`src/rtl/bit_counter_pkg.sv`:
```
// Shared types and constants for the multimode bit counter.
// Holds the controller state encoding, mode codes and width check.
package bit_counter_pkg;

  typedef enum logic [1:0] {
    S_IDLE  = 2'b00,
    S_COUNT = 2'b01,
    S_DONE  = 2'b10
  } state_t;

  localparam logic [1:0] MODE_ONES  = 2'b00;
  localparam logic [1:0] MODE_ZEROS = 2'b01;
  localparam logic [1:0] MODE_TZ    = 2'b10;

  typedef struct packed {
    logic load;
    logic shift;
    logic inc;
  } ctrl_t;

  typedef struct packed {
    logic a_zero;
    logic a_lsb;
    logic iter_max;
    logic tz_mode;
  } stat_t;

  // Result must hold the largest possible count, A_WIDTH.
  function automatic bit width_ok(input int aw, input int rw);
    return rw >= $clog2(aw + 1);
  endfunction

endpackage

```
`src/rtl/bit_counter_datapath.sv`:
```
// Operand shifter, count and iteration registers of the bit counter.
// Zero-count mode loads the inverted operand so it reuses popcount.
module bit_counter_datapath
  import bit_counter_pkg::*;
#(
  parameter int A_WIDTH   = 8,
  parameter int RET_WIDTH = 4
) (
  input  logic                 clock,
  input  logic                 reset_n,
  input  logic                 load,
  input  logic                 shift,
  input  logic                 inc,
  input  logic [1:0]           mode_in,
  input  logic [A_WIDTH-1:0]   a_in,
  output logic                 a_zero,
  output logic                 a_lsb,
  output logic                 iter_max,
  output logic                 tz_mode,
  output logic [RET_WIDTH-1:0] result
);

  logic [A_WIDTH-1:0]   r_a;
  logic [RET_WIDTH-1:0] r_result;
  logic [RET_WIDTH-1:0] r_iter;
  logic [1:0]           r_mode;
  logic                 w_tz;
  logic [RET_WIDTH-1:0] w_step;

  assign w_tz   = (r_mode == MODE_TZ);
  assign w_step = w_tz ? RET_WIDTH'(1)
                       : RET_WIDTH'(r_a[0]);

  always_ff @(posedge clock or negedge reset_n) begin
    if (!reset_n) begin
      r_a      <= '0;
      r_result <= '0;
      r_iter   <= '0;
      r_mode   <= '0;
    end else if (load) begin
      r_a      <= (mode_in == MODE_ZEROS) ? ~a_in : a_in;
      r_mode   <= mode_in;
      r_result <= '0;
      r_iter   <= '0;
    end else begin
      if (shift) begin
        r_a <= r_a >> 1;
      end
      if (inc) begin
        r_result <= r_result + w_step;
        if (w_tz) begin
          r_iter <= r_iter + RET_WIDTH'(1);
        end
      end
    end
  end

  assign a_zero   = (r_a == '0);
  assign a_lsb    = r_a[0];
  assign iter_max = (r_iter == RET_WIDTH'(A_WIDTH));
  assign tz_mode  = w_tz;
  assign result   = r_result;

endmodule

```
`src/rtl/bit_counter_multimode.sv`:
```
// Start/done handshaked bit counter: ones, zeros or trailing zeros.
// Controller FSM here; one operand bit is consumed per COUNT cycle.
module bit_counter_multimode
  import bit_counter_pkg::*;
#(
  parameter int A_WIDTH   = 8,
  parameter int RET_WIDTH = 4
) (
  input  logic                 clock,
  input  logic                 reset_n,
  input  logic                 s,
  input  logic [1:0]           mode,
  input  logic [A_WIDTH-1:0]   A,
  output logic [RET_WIDTH-1:0] result,
  output logic                 busy,
  output logic                 done
);

  if (!width_ok(A_WIDTH, RET_WIDTH)) begin : g_width_chk
    $error("RET_WIDTH too small for A_WIDTH");
  end

  state_t r_state;
  state_t w_next;
  ctrl_t  w_ctrl;
  stat_t  w_stat;
  logic   w_finish;

  bit_counter_datapath #(
    .A_WIDTH   (A_WIDTH),
    .RET_WIDTH (RET_WIDTH)
  ) u_dp (
    .clock    (clock),
    .reset_n  (reset_n),
    .load     (w_ctrl.load),
    .shift    (w_ctrl.shift),
    .inc      (w_ctrl.inc),
    .mode_in  (mode),
    .a_in     (A),
    .a_zero   (w_stat.a_zero),
    .a_lsb    (w_stat.a_lsb),
    .iter_max (w_stat.iter_max),
    .tz_mode  (w_stat.tz_mode),
    .result   (result)
  );

  // Trailing-zero runs stop on a set LSB or after A_WIDTH shifts.
  assign w_finish = w_stat.tz_mode
                  ? (w_stat.a_lsb | w_stat.iter_max)
                  : w_stat.a_zero;

  always_ff @(posedge clock or negedge reset_n) begin
    if (!reset_n) begin
      r_state <= S_IDLE;
    end else begin
      r_state <= w_next;
    end
  end

  always_comb begin
    w_next = r_state;
    unique case (r_state)
      S_IDLE: begin
        if (s) begin
          w_next = S_COUNT;
        end
      end
      S_COUNT: begin
        if (w_finish) begin
          w_next = S_DONE;
        end
      end
      S_DONE: begin
        if (!s) begin
          w_next = S_IDLE;
        end
      end
      default: w_next = S_IDLE;
    endcase
  end

  always_comb begin
    w_ctrl = '0;
    busy   = 1'b0;
    done   = 1'b0;
    unique case (1'b1)
      (r_state == S_IDLE): begin
        w_ctrl.load = ~s;
      end
      (r_state == S_COUNT): begin
        busy         = 1'b1;
        w_ctrl.shift = ~w_finish;
        w_ctrl.inc   = ~w_finish;
      end
      (r_state == S_DONE): begin
        done = 1'b1;
      end
      default: begin
        busy = 1'b0;
      end
    endcase
  end

endmodule
```
`config.mk`:
```
export PLATFORM = sky130hd
export DESIGN_NAME = bit_counter_multimode
export DESIGN_NICKNAME = d
export VERILOG_FILES = /design/src/rtl/bit_counter_pkg.sv /design/src/rtl/bit_counter_datapath.sv /design/src/rtl/bit_counter_multimode.sv
export SDC_FILE = /design/constraint.sdc
export NUM_CORES = 1
export LEC_CHECK = 0
export CAP_MARGIN = 20
export CORE_MARGIN = 4
export CORE_UTILIZATION = 45
export CTS_CLUSTER_SIZE = 30
export DETAILED_ROUTE_END_ITERATION = 7
export PLACE_DENSITY_LB_ADDON = 0.15
export SLEW_MARGIN = 20
export SYNTH_ARGS = -nofsm -noshare
export SYNTH_HDL_FRONTEND = slang
export SYNTH_SLANG_ARGS = --single-unit
```
`constraint.sdc`:
```
create_clock -name clock -period 3.2 [get_ports clock]
set_input_delay 0.64 -clock clock [delete_from_list [all_inputs] [get_ports clock]]
set_output_delay 0.64 -clock clock [all_outputs]
set_load 0.01 [all_outputs]
```
==> key figures <==
Run status
  • Status: complete, no violations

Global routing
  • Global-route wire length before repair: roughly 4000 um
  • Pin count of the biggest net entering global routing: 23
  • Initial antenna violation count: 0
  • Grt ovf: 0
  • Global Route Usage Sum: 15.6%
  • Vias in the first global route: 931

Layout
  • Post-Layout Inst Area: about 1300 um^2
  • Fill cells: 210
  • Layout cells sized above 1: about a tenth
  • Finished Layout Cells: around 160
  • Area grow syn2layout: 20.3%
  • Post-layout util: 58.7%
  • Final nets: approximately 150
  • Number of diodes: 0

Place
  • IO Port Bufs: 18
  • Placed instance count: 152
  • Pre-CTS WS: just over 900 ps
  • Post-placement cell area: 1310 um^2
  • HPWL after detailed placement: about 1700 um
  • Routability cong.: 0.727

Detailed routing
  • Initial DRC Count: 16
  • Vias per cell: between 5 and 6
  • DRC: 0
  • Via count: roughly 880
  • DRT antenna net count: 0
  • First-pass DRT Iterations: 4
  • Routed wire length: about 2300 um
  • WL per Instance: 14.9 um

Floorplanning
  • Core area: between 2000 and 2500 um^2
  • Initial Util: just under 50%
  • IO Count: 19
  • Cell Rows: 17
  • Die Wd: approximately 58 um
  • Die height: around 58 um
  • Die area: 3350 um^2

STA
  • Worst slew pin tran: 910 ps
  • Period utilization: approximately two thirds
  • Final Hold Viols: 0
  • Layout Skew: ~2.6 ps
  • Worst setup margin: ~1000 ps
  • Final setup viols: 0
  • Pins over their slew limit: 0
  • RSZ-0062 raised after global routing: false
  • Post-layout min period: around 2200 ps
  • Achievable Freq: around 0.46 GHz
  • Hold Slack: just under 500 ps
  • Rel. slew slack: between 30% and 40%
  • Setup tns final: 0 ps

Worst setup path
  • CP max stage delay: approximately 520 ps
  • CP startpoint kind: flip-flop
  • CP Cell Sequence: or4_1 > o211a_1 > or2_1 > o221ai_1
  • Worst EP arrival: 2400 ps
  • Worst Path Buf+Inv: 0
  • CP Class: flip-flop to flip-flop
  • R2R setup slack: 1010 ps
  • Crit-path max FO: 13
  • Worst setup EP type: flip-flop
  • WP data required: roughly 3400 ps
  • Crit-path leading delay family: simple AND/OR/NAND/NOR gates
  • Worst path slowest cell: or4_1

Yosys
  • Syn_nets: 128
  • Synthesis Warnings: 0
  • Asr flop ratio synth: between 90% and 100%
  • Synth Area in Simple Gates: a little under a fifth
  • Seq/Total Area, Yosys: roughly 45%
  • Top-area cell type share of the netlist area: 44.6%
  • Main area contributors after synthesis: dfrtp_1, nand2_1, o221ai_2
  • Synth Area in XOR/XNOR: under 10%
  • Largest family of logic cells by synthesized area: compound AO/OA/AOI/OAI gates
  • Yosys cell types: 32
  • Syn Std Cell Area: approximately 1100 um^2
  • Area leader, netlist: dfrtp_1
  • Avg Inst Size Synth: between 10 and 15 um^2
  • Synth Register Bits: 20
  • Post-synthesis compound-gate area fraction: between 10% and 20%
  • Mux cell area share after synthesis: between 2 and 3%
  • Top FF cell, synth: dfrtp_1
  • EDFF count, synth: 0
  • Post-Synth Adder-Cell Area: under 10%
  • Synthesized instance count: roughly 110

CTS
  • Worst-path clk slew: between 100 and 150 ps
  • PostCTS Resize Cnt: 0
  • Clk buf depth: 2
  • CTS tree: done
  • Cts hold-fix bufs: 0
  • CTS Buf Count: 3
  • Sink Count: 20
  • Clk_lat worst skew: 290 ps
  • Post-CTS Setup Repair Bufs: 0
  • H-Tree Depth: 1
  • Root Driver: clkbuf_4

Power and ir drop
  • Internal power: 648 uW
  • Power Total: roughly 1.1 mW
  • Flop pwr share: 40.1%
  • Clock share of power: between 10% and 20%
  • Sw Pwr: around 430 uW
  • Switching share of power: about two fifths
  • Power per standard cell area: around 800 nW/um^2
  • Leakage: just under 0.6 nW
  • VDD IR max: 0.000493 V
  • Gate power share: a little under half

Job
  • Maximum Capacitance Violations: 0

Min path
  • Worst Hold Class: flip-flop to flip-flop
==> state kept, by name, indices dropped and copies added (netlist names) <==
signal / flops
u_dp.r_mode: 2
r_state: 2
u_dp.r_iter: 4
u_dp.result: 4
u_dp.r_a: 8
==> worst paths after layout <==
path / startpoint / endpoint / depth (start not counted)
worst min-delay path: u_dp.result[3]$_DFFE_PN0P_ / u_dp.result[3]$_DFFE_PN0P_ / 1
min in group asynchronous: reset_n / u_dp.r_iter[0]$_DFFE_PN0P_ / 1
worst min register to register: u_dp.result[3]$_DFFE_PN0P_ / u_dp.result[3]$_DFFE_PN0P_ / 1
worst max register to register: u_dp.r_a[3]$_DFFE_PN0P_ / u_dp.r_a[6]$_DFFE_PN0P_ / 4
worst max-delay path: u_dp.r_a[3]$_DFFE_PN0P_ / u_dp.r_a[6]$_DFFE_PN0P_ / 4
max in group asynchronous: reset_n / r_state[1]$_DFFE_PN0P_ / 1
==> power groups by stage <==
stage               clock network (mW)  registers, mW  logic [mW]
detailed placement                   0          0.435       0.508
global route                     0.161          0.447       0.564
finish                           0.145          0.432       0.501
global placement                     0          0.431       0.488
floorplan                            0          0.417       0.385
CTS                              0.155          0.430       0.508
==> routing by layer <==
metal	wire (um)	GRT usage, %	up-vias
li1	-	-	429
met1	1030	19.6	440
met2	1200	26.1	15
met3	96	2.67	0
met4	0	6.95	0
met5	0	0	-
==> layout make-up <==
cell class / count / area [um^2] / area share, %
multi-input cells: 83 / 582 / 43.1
flip-flops and latches: 20 / 500 / 37.1
repair buffers: 19 / 188 / 13.9
clock buffers: 4 / 36.3 / 2.69
well taps: 28 / 35.0 / 2.60
inverters: 2 / 7.51 / 0.557
==> synth_stat cells, types with 2 or more instances <==
library cell,count
clkbuf_1,4
dfrtp_1,20
ha_1,4
inv_1,2
mux2i_1,3
nand2_1,21
nand2b_1,3
nor2_1,4
nor2b_1,2
nor3_1,2
o21ai_1,12
o221ai_2,5
or4_1,2
xnor2_1,3
xor2_1,7
==> worst register-to-register path, cell delays in order (launching register included) <==
cell and delay, ps:
dfrtp_1 410, or4_1 520, o211a_1 390, or2_1 490
o221ai_1 280
==> cell usage in the layout (no fill, tap or decap), types with 2 or more instances in the layout <==
cell and instances:
nand2_1 21, dfrtp_1 20, clkdlybuf4s50_1 18, o21ai_1 12, xor2_1 7, o221ai_2 5, nor2_1 4, ha_1 4
nand2b_1 3, xnor2_1 3, mux2i_1 3, clkbuf_4 3, inv_1 2, nor2b_1 2, or4_1 2, nor3_1 2
==> cells by family (layout without fill, tap and decap cells) <==
family | after synthesis | in the layout
AND/OR/NAND/NOR | 41 | 41
AO/OA/AOI/OAI | 25 | 25
XOR/XNOR | 10 | 10
multiplexers | 3 | 3
adder cells (fa/ha/maj) | 4 | 4
flip-flops | 20 | 20
buffers and inverters | 8 | 25
No activity file was read; power rests on OpenSTA's default activity.
==> patch (same settings) <==
The 3 states of `state_t` get a one-hot encoding in 3 bits.
--- a/src/rtl/bit_counter_pkg.sv
+++ b/src/rtl/bit_counter_pkg.sv
@@ -3,8 +3,8 @@
 package bit_counter_pkg;
 
-  typedef enum logic [1:0] {
-    S_IDLE  = 2'b00,
-    S_COUNT = 2'b01,
-    S_DONE  = 2'b10
+  typedef enum logic [2:0] {
+    S_IDLE  = 3'b001,
+    S_COUNT = 3'b010,
+    S_DONE  = 3'b100
   } state_t;
 
Formal check against the unedited RTL: no difference found for any inputs over 10 cycles, from zero or initial values and one cycle with reset_n low; not proved beyond that.
==> patch against the unedited design <==
- worst setup slack worse by 0.18 ns
- cell count up 5.8%
- global-route usage down 0.19 points
- routed wire length rose by 0.39%
- count of clock-buffer cells in the layout decreased by 1
- power fell by 15%
- sequential cell count up 1
- design area up 3.0%
- area after synthesis increased by 3.8%
- largest cell class unchanged
==> patch: results (changes against the unedited design) <==
The tools report the leakage power as 0.5953 nW (was 0.5922 nW). The synthesized-area fraction occupied by adder cells came out at 4.301% (was 4.464%). The detailed-route via count came out at 930 (was 884). Uppermost metal layer occupied by signal nets: met4 (was met3). The routed length on met1 was 1102 um (was 1029 um). The tools report the portion of the post-synthesis area used by sequential elements as 45.27% (was 44.64%). The share of the synthesized netlist area taken by xor and xnor gates is 6.022% (was 7.813%). The cell area after placement is 1361 um2 (was 1313 um2).

The largest voltage drop on the vdd net is 0.0003926 V (was 0.0004927 V). The detailed-routed wire length on met3 was 98 um (was 96 um); the routed wire length per instance was 14.15 um (was 14.91 um). The tools report the violation count after the first detailed-route iteration as 13 (was 16).

The logs give 4195 um (was 4084 um) for the wire length of the first global-routing pass and 0.8177 (was 0.7268) for the placer's final routability congestion estimate. The slowest stage cell on the critical path was sky130_fd_sc_hd__clkdlybuf4s50_1 (was sky130_fd_sc_hd__or4_1). The worst setup timing slack at the placement stage is 0.9639 ns (was 0.9267 ns), and the synthesized area per cell is 9.945 um2 (was 10.10 um2).

The maximum fanout along the worst path was 7 (was 13); the fraction of final layout cells sized beyond drive strength 1 was 8.889% (was 9.375%). For the number of global-route vias before repair, the log shows 960 (was 931). Fill cell total of the finished layout: 244 (was 210). The total power after layout is 0.9191 mW (was 1.078 mW), and the number of placed cells counting well taps is 161 (was 152). The run gives 0.003511 ns (was 0.002601 ns) as the final worst clock skew.

The logs give 153 (was 146) for the net total in the final layout and 3.070% (was 2.673%) for the global routing met3 resource utilization. The logs give 25.55% (was 26.13%) for the met2 track utilization from global routing and 134 (was 128) for the total nets after synthesis. The run finished with clean final reports. Leading cell types by total area after synthesis: sky130_fd_sc_hd__dfrtp_1 43%, sky130_fd_sc_hd__nand2_1 6.1%, sky130_fd_sc_hd__xor2_1 6.0% (was sky130_fd_sc_hd__dfrtp_1 45%, sky130_fd_sc_hd__nand2_1 7.0%, sky130_fd_sc_hd__o221ai_2 6.7%). The tools report the met1 usage in global routing as 20.30% (was 19.59%). The design internal power is 0.5688 mW (was 0.6483 mW), and the compound-cell area share of the yosys netlist is 19.57% (was 18.86%). Commonest cells in the synthesized netlist: 20 x sky130_fd_sc_hd__dfrtp_1, 19 x sky130_fd_sc_hd__nand2_1, 10 x sky130_fd_sc_hd__o21ai_1, 8 x sky130_fd_sc_hd__xor2_1, 7 x sky130_fd_sc_hd__o221ai_1 (was 21 x sky130_fd_sc_hd__nand2_1, 20 x sky130_fd_sc_hd__dfrtp_1, 12 x sky130_fd_sc_hd__o21ai_1, 7 x sky130_fd_sc_hd__xor2_1, 5 x sky130_fd_sc_hd__o221ai_2). The share of cell area taken by muxes after synthesis is 3.548% (was 2.679%).
-- patch: cell types whose count changed after synthesis, moves of 3 or more --
cell                       change
sky130_fd_sc_hd__a21oi_1       +5
sky130_fd_sc_hd__nand2b_1      +3
sky130_fd_sc_hd__nand3_1       +4
sky130_fd_sc_hd__o21ai_0       +3
sky130_fd_sc_hd__o221ai_1      +6
sky130_fd_sc_hd__o221ai_2      -5
sky130_fd_sc_hd__xnor2_1       -3
-- patch: power by group through the flow --
stage	logic (mW)	clock network, mW	registers, mW
floorplan	0.270	0	0.418
global placement	0.350	0	0.432
detailed placement	0.363	0	0.434
CTS	0.363	0.133	0.430
global route	0.409	0.147	0.443
finish	0.357	0.131	0.431
-- patch: path summary, 6_finish.rpt --
check	startpoint	to	slack, ns	cells after the start
worst max-delay path	r_state[2]	busy	0.83	2
worst min-delay path	u_dp.result[3]	u_dp.result[3]	0.50	1
worst max register to register	u_dp.r_a[3]	u_dp.result[2]	1.31	4
worst min register to register	u_dp.result[3]	u_dp.result[3]	0.50	1
max in group asynchronous	reset_n	u_dp.r_iter[2]	1.78	1
min in group asynchronous	reset_n	u_dp.result[1]	0.85	1
-- patch: cell type report --
| type | instances | area [um2] | area share [%] |
|---|---|---|---|
| Timing Repair Buffer | 19 | 187.7 | 13.51 |
| Clock buffer | 3 | 22.52 | 1.622 |
| Multi-Input combinational cell | 89 | 601.8 | 43.33 |
| Tap cell | 30 | 37.54 | 2.703 |
| Sequential cell | 21 | 526.8 | 37.93 |
| Inverter | 2 | 7.507 | 0.5405 |
| Clock inverter | 1 | 5.005 | 0.3604 |
-- patch: worst max-delay path: cells and delay by family, from the launching register on --
kind	cells	cell delay, ns
buffers and inverters	1	0.61
AND/OR/NAND/NOR	1	0.39
flip-flops	1	0.44
